[src/rtl/bfly_starve_ctrl.sv]
// Starvation guard in front of a butterfly interconnect: watches per-requester wait
// time and temporarily masks every other requester so the starved one gets through.
//
// state | meaning
// IDLE  | requests pass unfiltered, rr_o advances on each granted cycle
// BOOST | only requester idx_q is forwarded, for at most BoostMax cycles
module bfly_starve_ctrl #(
   parameter int unsigned NumIn        = 32,
   parameter int unsigned NumOut       = 32,
   parameter int unsigned StarveThresh = 8,
   parameter int unsigned BoostMax     = 16,
   parameter int unsigned CntWidth     = 6
) (
   input  logic                        clk_i,
   input  logic                        rst_i,
   input  logic [NumIn-1:0]            req_i,
   output logic [NumIn-1:0]            gnt_o,
   output logic [NumIn-1:0]            req_o,
   input  logic [NumIn-1:0]            gnt_i,
   output logic [$clog2(NumOut)-1:0]   rr_o,
   output logic                        boost_o,
   output logic [$clog2(NumIn)-1:0]    boost_idx_o,
   output logic [15:0]                 boost_cnt_o
);

   localparam int unsigned IdxW = $clog2(NumIn);
   localparam int unsigned RrW  = $clog2(NumOut);
   localparam int unsigned DwW  = (BoostMax > 1) ? $clog2(BoostMax) : 1;

   localparam logic [CntWidth-1:0] CntMax    = '1;
   localparam logic [CntWidth-1:0] ThreshVal = CntWidth'(StarveThresh);
   localparam logic [DwW-1:0]      DwellLast = DwW'(BoostMax - 1);

   typedef enum logic {IDLE, BOOST} state_e;

   state_e                state_q, state_d;
   logic [CntWidth-1:0]   cnt_q [NumIn];
   logic [CntWidth-1:0]   cnt_d [NumIn];
   logic [IdxW-1:0]       idx_q, idx_d, starve_idx;
   logic [DwW-1:0]        dwell_q, dwell_d;
   logic [RrW-1:0]        rr_q, rr_d;
   logic [15:0]           boost_cnt_q, boost_cnt_d;
   logic [NumIn-1:0]      idx_oh;
   logic                  starve_any;
   logic                  boost_exit;

   always_comb begin
      idx_oh        = '0;
      idx_oh[idx_q] = 1'b1;
      if (rst_i) begin
         req_o = '0;
      end else if (state_q == BOOST) begin
         req_o = req_i & idx_oh;
      end else begin
         req_o = req_i;
      end
      gnt_o = gnt_i & req_o;
   end

   // Descending scan so the lowest starved index wins; a granted requester is never picked.
   always_comb begin
      starve_any = 1'b0;
      starve_idx = '0;
      for (int i = NumIn - 1; i >= 0; i--) begin
         if ((cnt_q[i] >= ThreshVal) && !gnt_o[i]) begin
            starve_any = 1'b1;
            starve_idx = IdxW'(i);
         end
      end
   end

   always_comb begin
      state_d     = state_q;
      idx_d       = idx_q;
      dwell_d     = dwell_q;
      rr_d        = rr_q;
      boost_cnt_d = boost_cnt_q;
      boost_exit  = 1'b0;
      case (state_q)
         IDLE: begin
            if (|gnt_o) begin
               rr_d = rr_q + RrW'(1);
            end
            if (starve_any) begin
               state_d = BOOST;
               idx_d   = starve_idx;
               dwell_d = '0;
               if (boost_cnt_q != 16'hFFFF) begin
                  boost_cnt_d = boost_cnt_q + 16'd1;
               end
            end
         end
         BOOST: begin
            dwell_d = dwell_q + DwW'(1);
            if (gnt_o[idx_q] || !req_i[idx_q] || (dwell_q == DwellLast)) begin
               state_d    = IDLE;
               boost_exit = 1'b1;
            end
         end
      endcase
   end

   // Counters keep running while masked so the next starved requester is already known.
   always_comb begin
      for (int i = 0; i < NumIn; i++) begin
         if (!req_i[i] || gnt_o[i]) begin
            cnt_d[i] = '0;
         end else if (cnt_q[i] != CntMax) begin
            cnt_d[i] = cnt_q[i] + CntWidth'(1);
         end else begin
            cnt_d[i] = cnt_q[i];
         end
         if (boost_exit && (IdxW'(i) == idx_q)) begin
            cnt_d[i] = '0;
         end
      end
   end

   always_ff @(posedge clk_i) begin
      if (rst_i) begin
         state_q     <= IDLE;
         idx_q       <= '0;
         dwell_q     <= '0;
         rr_q        <= '0;
         boost_cnt_q <= '0;
         for (int i = 0; i < NumIn; i++) begin
            cnt_q[i] <= '0;
         end
      end else begin
         state_q     <= state_d;
         idx_q       <= idx_d;
         dwell_q     <= dwell_d;
         rr_q        <= rr_d;
         boost_cnt_q <= boost_cnt_d;
         cnt_q       <= cnt_d;
      end
   end

   assign rr_o        = rr_q;
   assign boost_o     = (state_q == BOOST);
   assign boost_idx_o = idx_q;
   assign boost_cnt_o = boost_cnt_q;

endmodule

[config.mk]
export PLATFORM = sky130hd
export DESIGN_NAME = bfly_starve_ctrl
export DESIGN_NICKNAME = d
export VERILOG_FILES = /design/src/rtl/bfly_starve_ctrl.sv
export SDC_FILE = /design/constraint.sdc
export NUM_CORES = 1
export LEC_CHECK = 0
export CAP_MARGIN = 15
export CORE_AREA = 10 10 176 178
export DETAILED_ROUTE_END_ITERATION = 10
export DIE_AREA = 0 0 186 188
export PLACE_DENSITY_LB_ADDON = 0.05
export SYNTH_ARGS = -nofsm -noshare
export SYNTH_HDL_FRONTEND = slang
export SYNTH_SLANG_ARGS = --single-unit
[constraint.sdc]
create_clock -name clk_i -period 3 [get_ports clk_i]
set_input_delay 0.45 -clock clk_i [delete_from_list [all_inputs] [get_ports clk_i]]
set_output_delay 0.45 -clock clk_i [all_outputs]
set_load 0.01 [all_outputs]
==> metrics.txt, run 1 <==
outcome finished with violations; failing checks negative setup slack; CP Cell Sequence buf_12 -> nor4bb_1 -> a41oi_1 -> o2bb2ai_1 -> or4_4 -> buf_4 -> nor4_4 -> buf_6 -> nor4_2 -> mux2_2; Final ANT Viol Nets 0; startpoint types flip-flop; H-tree lvl count 1; clock buffer depth 3; ANT cells 0; Synth Cell Area 0.0141 mm2; area delta synth->final 35.7%; largest area contributor in the netlist dfxtp_1; Final Util 69.8%; Reg power frac 43.8%; CTS Buf Count 25; synth top area cells dfxtp_1 32%, nor2_1 6.0%, ha_1 5.9%; antenna violations before repair 0; largest net degree at the start of global routing 27; Final WS setup -0.00183 ns; clock sink count 223; total gr overflow 0; Required @ worst endpoint 3.42 ns; post-route non-filler standard cell count 2495; Hold Path Class reg -> reg; synth unique cells 88; most frequent cells in the layout 262 x buf_4, 223 x nor2_1, 217 x dfxtp_1, 139 x clkdlybuf4s50_1, 119 x nand3_1; Ports ~160; Overall Power 6970 uW; leakage power total 0.00743 uW; Sw Ratio between 20% and 30%; Core Area 0.0275 mm2; share of cells above drive strength 1 around a fifth; first-pass GRT wire length 76900 um; final wirelength 49500 um; Setup TNS -0.00183 ns; Die X-Extent 186 um; sequential area share after synthesis between 30% and 40%; maxcap violations 0; Clock Tree Root clkbuf_16; Critical Path AT 3.42 ns; worst skew pair latency 0.53 ns; syn avg cell area about 8 um2; Clock Skew just over 0.01 ns; PortBufs about 160; internal power 5310 uW; fill count between 2000 and 2500; starting density of the core 51.4%; final hold vios 0; Final Critical Period about 3.0 ns; commonest non-fill, non-tap cell in the layout buf_4; final net count 2266; Peak VDD IR 0.373 mV; DP Wirelength roughly 38000 um; Die Y 188 um; Clk pwr share 44.6%; CTS clock-pin slew for the worst setup and hold paths 0.06 ns; FP Rows about 60; Most used DFF post-synth dfxtp_1; final worst path period share 100%; cells after synthesis 1740; Slew HR ~64%; Via density between 6 and 7; Setup Crit Path Kind reg -> reg; Combinational Power Share 11.6%; RSZ-0062 raised after global routing yes; Power Density 364 mW/mm2; largest stage delay on the critical path 0.61 ns; reg2reg setup slack -0.002 ns; Die ar. 0.0350 mm2; Crit-path slowest cell or4_4; CTS tree done; synthesis-stage register bit count approximately 220; Via Count roughly 15000; synth warn 0; drt pass-1 iters 8; Syn Nets 1873; GRT Util Overall about 27%; Psw roughly 1700 uW; ys async rst share 0%; Post-synth EDFFs 0; post-route DRC violation count 0; area share of the largest cell type after synthesis 31.6%; fmax 333 MHz; Final Wtd Congestion ~1; CP endpoint kind flip-flop; CP Max Fanout 13; Finished Cell Area about 0.019 mm2; drt wl/cell 19.8 um; Placement Cell Area 0.0179 mm2; worst-margin pin slew 0.536 ns; DRC violation total after the first TritonRoute iteration 1400; dpl cells 2442; final-report max-slew violation count 0; vias in the first global route 14401; hold buffers post-CTS 0; final setup vio count 1
## power by group through the flow
stage                     Clock [uW]  Sequential, uW  Combinational [uW]
after floorplan                    0            3110                 321
after global placement             0            3120                 775
after detailed placement           0            3120                 788
after CTS                       3170            3050                 790
after global routing            3290            3060                 865
final                           3110            3050                 809
## metrics by stage
stage / setup WS (ns) / hold slack [ns]
after global placement: -0.329 / 0.449
after global routing: -0.0968 / 0.511
after floorplan: 0.00361 / 0.452
after CTS: 0.00518 / 0.495
after detailed placement: -0.379 / 0.463
final: -0.00183 / 0.483
## sequential cells by signal (all words and copies together), names as in the netlist
signal       cells
boost_cnt_o     16
boost_idx_o      5
boost_o          1
cnt_q          192
dwell_q          4
rr_o             5
## final timing paths
check,start,endpoint,cells past startpoint
max reg2reg,boost_idx_o[0],boost_cnt_o[15],10
max,boost_idx_o[0],boost_cnt_o[15],10
min,rr_o[4],rr_o[4],1
min reg2reg,rr_o[4],rr_o[4],1
## worst max-delay path: cells and delay by family (launching register included)
family	cells	cell delay [ns]
compound gates	2	0.38
buf+inv	3	0.54
mux	1	0.27
flops	1	0.43
simple gates	4	1.25
## kinds of logic after synthesis
family	count (synthesis)	share of synthesized area [%]
compound gates	307	14.8
mux	54	4.89
buf+inv	165	5.06
flops	223	31.6
simple gates	843	32.7
xor+xnor	81	5.02
fa+ha+maj	67	5.93
## routing by layer
metal  track usage (%)  vias to the layer above  wire (um)
li1                  -                     7088          -
met1              35.1                     7143      20500
met2              43.7                      683      22500
met3              4.64                      154       4340
met4              11.0                        0       2080
met5                 0                        -          0
## repair_timing
item,in CTS,in global routing
pin swaps,2,7
endpoints found under the setup margin,123,229
resized for setup,35,58
setup buffers,3,7
## Yosys cell counts (10+ instances only)
cell type,instances
xnor2_1,74
nand2b_1,25
mux4_2,11
and3_1,28
buf_1,13
nor4bb_1,42
a31oi_1,43
o21ai_0,41
a211oi_1,14
inv_1,88
nand2_1,121
a41oi_1,13
nor3_1,58
mux2i_1,39
nor2_1,227
nand3b_1,14
buf_4,10
nor3b_1,31
nor4_1,36
ha_1,67
nor2b_1,25
buf_2,21
nand4bb_1,11
nand3_1,119
or3_1,19
clkbuf_1,27
dfxtp_1,223
or2_2,20
nand4_1,13
o31ai_1,23
a21oi_1,89
## final cells by class
type / count / area [um2] / share of cell area, %
multi-input combinational: 1352 / 9220 / 48.1
sequential: 223 / 4480 / 23.3
timing repair buffer: 440 / 3870 / 20.2
clock buffer: 35 / 703 / 3.67
tap: 346 / 433 / 2.26
inverter: 91 / 355 / 1.85
clock inverter: 8 / 123 / 0.639
(Power assumes the default switching activity.)
==> run 2, diff against run 1 <==
- CTS_CLUSTER_SIZE: not set -> 30
==> results of run 2 <==
Same layout as run 1: the final DEF is identical, and so are final timing and power.
==> run 3, diff against run 2 <==
- PLACE_DENSITY: not set -> 0.77
- PLACE_DENSITY_LB_ADDON: 0.05 -> not set
==> run 3 against run 2 <==
The run still ends with negative setup slack left. Clock skew up 0.0068 ns. Sequential power about the same. Global-route usage fell by 0.59 points. Critical path depth decreased by 3. Design area fell by 0.35%. Die area unchanged. Fmax barely moved. Non-clock buffer count decreased by 20. Largest cell class unchanged. Highest routed layer unchanged.
==> metrics.txt, run 3 (same netlist as run 1, synthesis figures left out) <==
Hold Path Class reg -> reg; max reg flops 192 (unchanged); CTS tree done; Final Util 69.6% (-0.24 points); Ports 157 (unchanged); drt pass-1 iters 8 (unchanged); Clock Tree Root clkbuf_16; commonest non-fill, non-tap cell in the layout buf_4; hold buffers post-CTS 0 (unchanged); Clock Skew 0.0172 ns (+0.00681 ns); Slew HR 59.3% (-4.6 points); worst skew pair latency 0.53 ns (about the same); first-pass GRT wire length 76000 um (-1.2%); Die Y 188 um (unchanged); PortBufs 156 (unchanged); Psw 1760 uW (+5.7%); maxcap violations 0 (unchanged); RSZ-0062 raised after global routing yes; most flop-heavy register cnt_q; Die ar. 0.0350 mm2 (unchanged); CP endpoint kind output pin; Setup Crit Path Kind reg -> out; DRC violation total after the first TritonRoute iteration 1821 (+30%); area delta synth->final 35.3%; final worst path period share 100% (about the same); Final ANT Viol Nets 0 (unchanged); most frequent cells in the layout 241 x buf_4, 222 x nor2_1, 217 x dfxtp_1, 143 x clkdlybuf4s50_1, 120 x nand2_1; GRT Util Overall 26.5% (-0.59 points); Critical Path AT 2.55 ns (-0.87 ns); Die X-Extent 186 um (unchanged); Final WS setup -0.00155 ns (+0.000278 ns); CP Max Fanout 15 (+2); Clk pwr share 46.0% (+1.4 points); leakage power total 0.00738 uW (-0.72%); startpoint types flip-flop; Combinational Power Share 11.5% (about the same); final setup vio count 1 (unchanged); worst-margin pin slew 0.605 ns (+0.0691 ns); fill count 2131 (-5.5%); CTS clock-pin slew for the worst setup and hold paths 0.06 ns (about the same); final hold vios 0 (unchanged); final net count 2246 (-0.88%); outcome finished with violations; drt wl/cell 19.9 um (+0.55%); H-tree lvl count 1 (unchanged); starting density of the core 51.4% (unchanged); Via density 6.17 (+2.1%); internal power 5410 uW (+1.9%); Final Wtd Congestion 1.02 (+1.3%); total gr overflow 0 (unchanged); share of cells above drive strength 1 20.0% (-0.53 points); Final Critical Period 3.00 ns (-0.000278 ns); DP Wirelength 37200 um (-2.0%); post-route DRC violation count 0 (unchanged); Min Hold Slack 0.457 ns (-0.0257 ns); Multi-input gate area 0.00925 mm2 (+0.24%); Peak VDD IR 0.432 mV (+16%); vias in the first global route 14568 (+1.2%); Via Count 15281 (+1.4%); fmax 333 MHz (about the same); Core Area 0.0275 mm2 (unchanged); CTS Buf Count 25 (unchanged); antenna violations before repair 1 (+1); failing checks negative setup slack; clock buffer depth 3 (unchanged); final-report max-slew violation count 0 (unchanged); Seq. cell area 0.00449 mm2 (+0.17%); Setup WS pre-CTS -0.397 ns (-0.0175 ns); Sw Ratio 24.6% (+0.67 points); FP Rows 61 (unchanged); largest net degree at the start of global routing 37 (+37%); Reg power frac 42.5% (-1.3 points); Required @ worst endpoint 2.55 ns (-0.87 ns); clock sink count 223 (unchanged); Power Density 375 mW/mm2 (+3.2%); final wirelength 49400 um (-0.14%)
==> run 3: changes by cell type in the layout (fill, tap and decap cells not counted), moves of 3 or more <==
cell             before  now
o2111ai_2             3    0
buf_12               11    8
inv_1                85   88
buf_4               262  241
clkdlybuf4s50_1     139  143
clkinvlp_4            3    0
clkinv_2              3    8
clkbuf_1              6    2
dfxtp_4               3    6
dfxtp_2               3    0
nor2_2                2    5
nor4bb_2              6    9
dlygate4sd2_1        12    6
o2111ai_1             5    8
==> run 3: worst max-delay path, stage by stage, from the launching register on <==
cell and delay (ns):
dfxtp_4 0.41, buf_12 0.18, buf_4 0.15, clkinv_2 0.14, buf_4 0.23, a21oi_1 0.08
nor2b_1 0.22, clkdlybuf4s50_1 0.60
==> run 3: timing repair <==
action | 4_1_cts | 5_1_grt
cloned | 0 | 2
setup buffers | 0 | 6
resized for setup | 26 | 67
setup endpoints to repair | 71 | 180
pin swaps | 0 | 16
==> run 3: path summary, 6_finish.rpt <==
path	depth (start not counted)	from	slack (ns)	endpoint
min	1	rr_o[4]	0.46	rr_o[4]
max	7	boost_o	-0.002	req_o[13]
min reg2reg	1	rr_o[4]	0.46	rr_o[4]
max reg2reg	11	boost_idx_o[1]	0.02	cnt_q[23]
==> run 3: power groups by stage <==
stage,Clock [uW],Combinational (uW),Sequential (uW)
floorplan,0,321,3110
global placement,0,774,3120
detailed placement,0,794,3120
CTS,3330,797,3050
global route,3440,880,3050
finish,3300,824,3050
==> run 3: final cells by class <==
type / instances / area share [%]
inverters: 91 / 1.80
diodes: 1 / 0.0131
repair buffers: 420 / 19.5
multi-input cells: 1352 / 48.4
flip-flops and latches: 223 / 23.5
clock buffers: 31 / 3.60
well taps: 346 / 2.26
clock inverters: 14 / 0.969
==> run 3: layer usage <==
layer,vias up,wire length (um),GRT usage (%)
met4,0,2710,14.0
met2,856,22200,42.0
met3,213,5170,5.80
met1,7150,19400,32.9
met5,-,0,0
li1,7062,-,-
==> run 3: through the flow <==
| step | setup TNS, ns | area [um2] | instances | power, uW |
|---|---|---|---|---|
| after floorplan | 0 | 14100 | 1740 | 3430 |
| after global placement | -30.45 | 17800 | 2424 | 3890 |
| after detailed placement | -40.07 | 17800 | 2424 | 3910 |
| after CTS | 0 | 18700 | 2469 | 7180 |
| after global routing | -0.288 | 19100 | 2478 | 7370 |
| final | -0.00155 | 19100 | 2478 | 7170 |
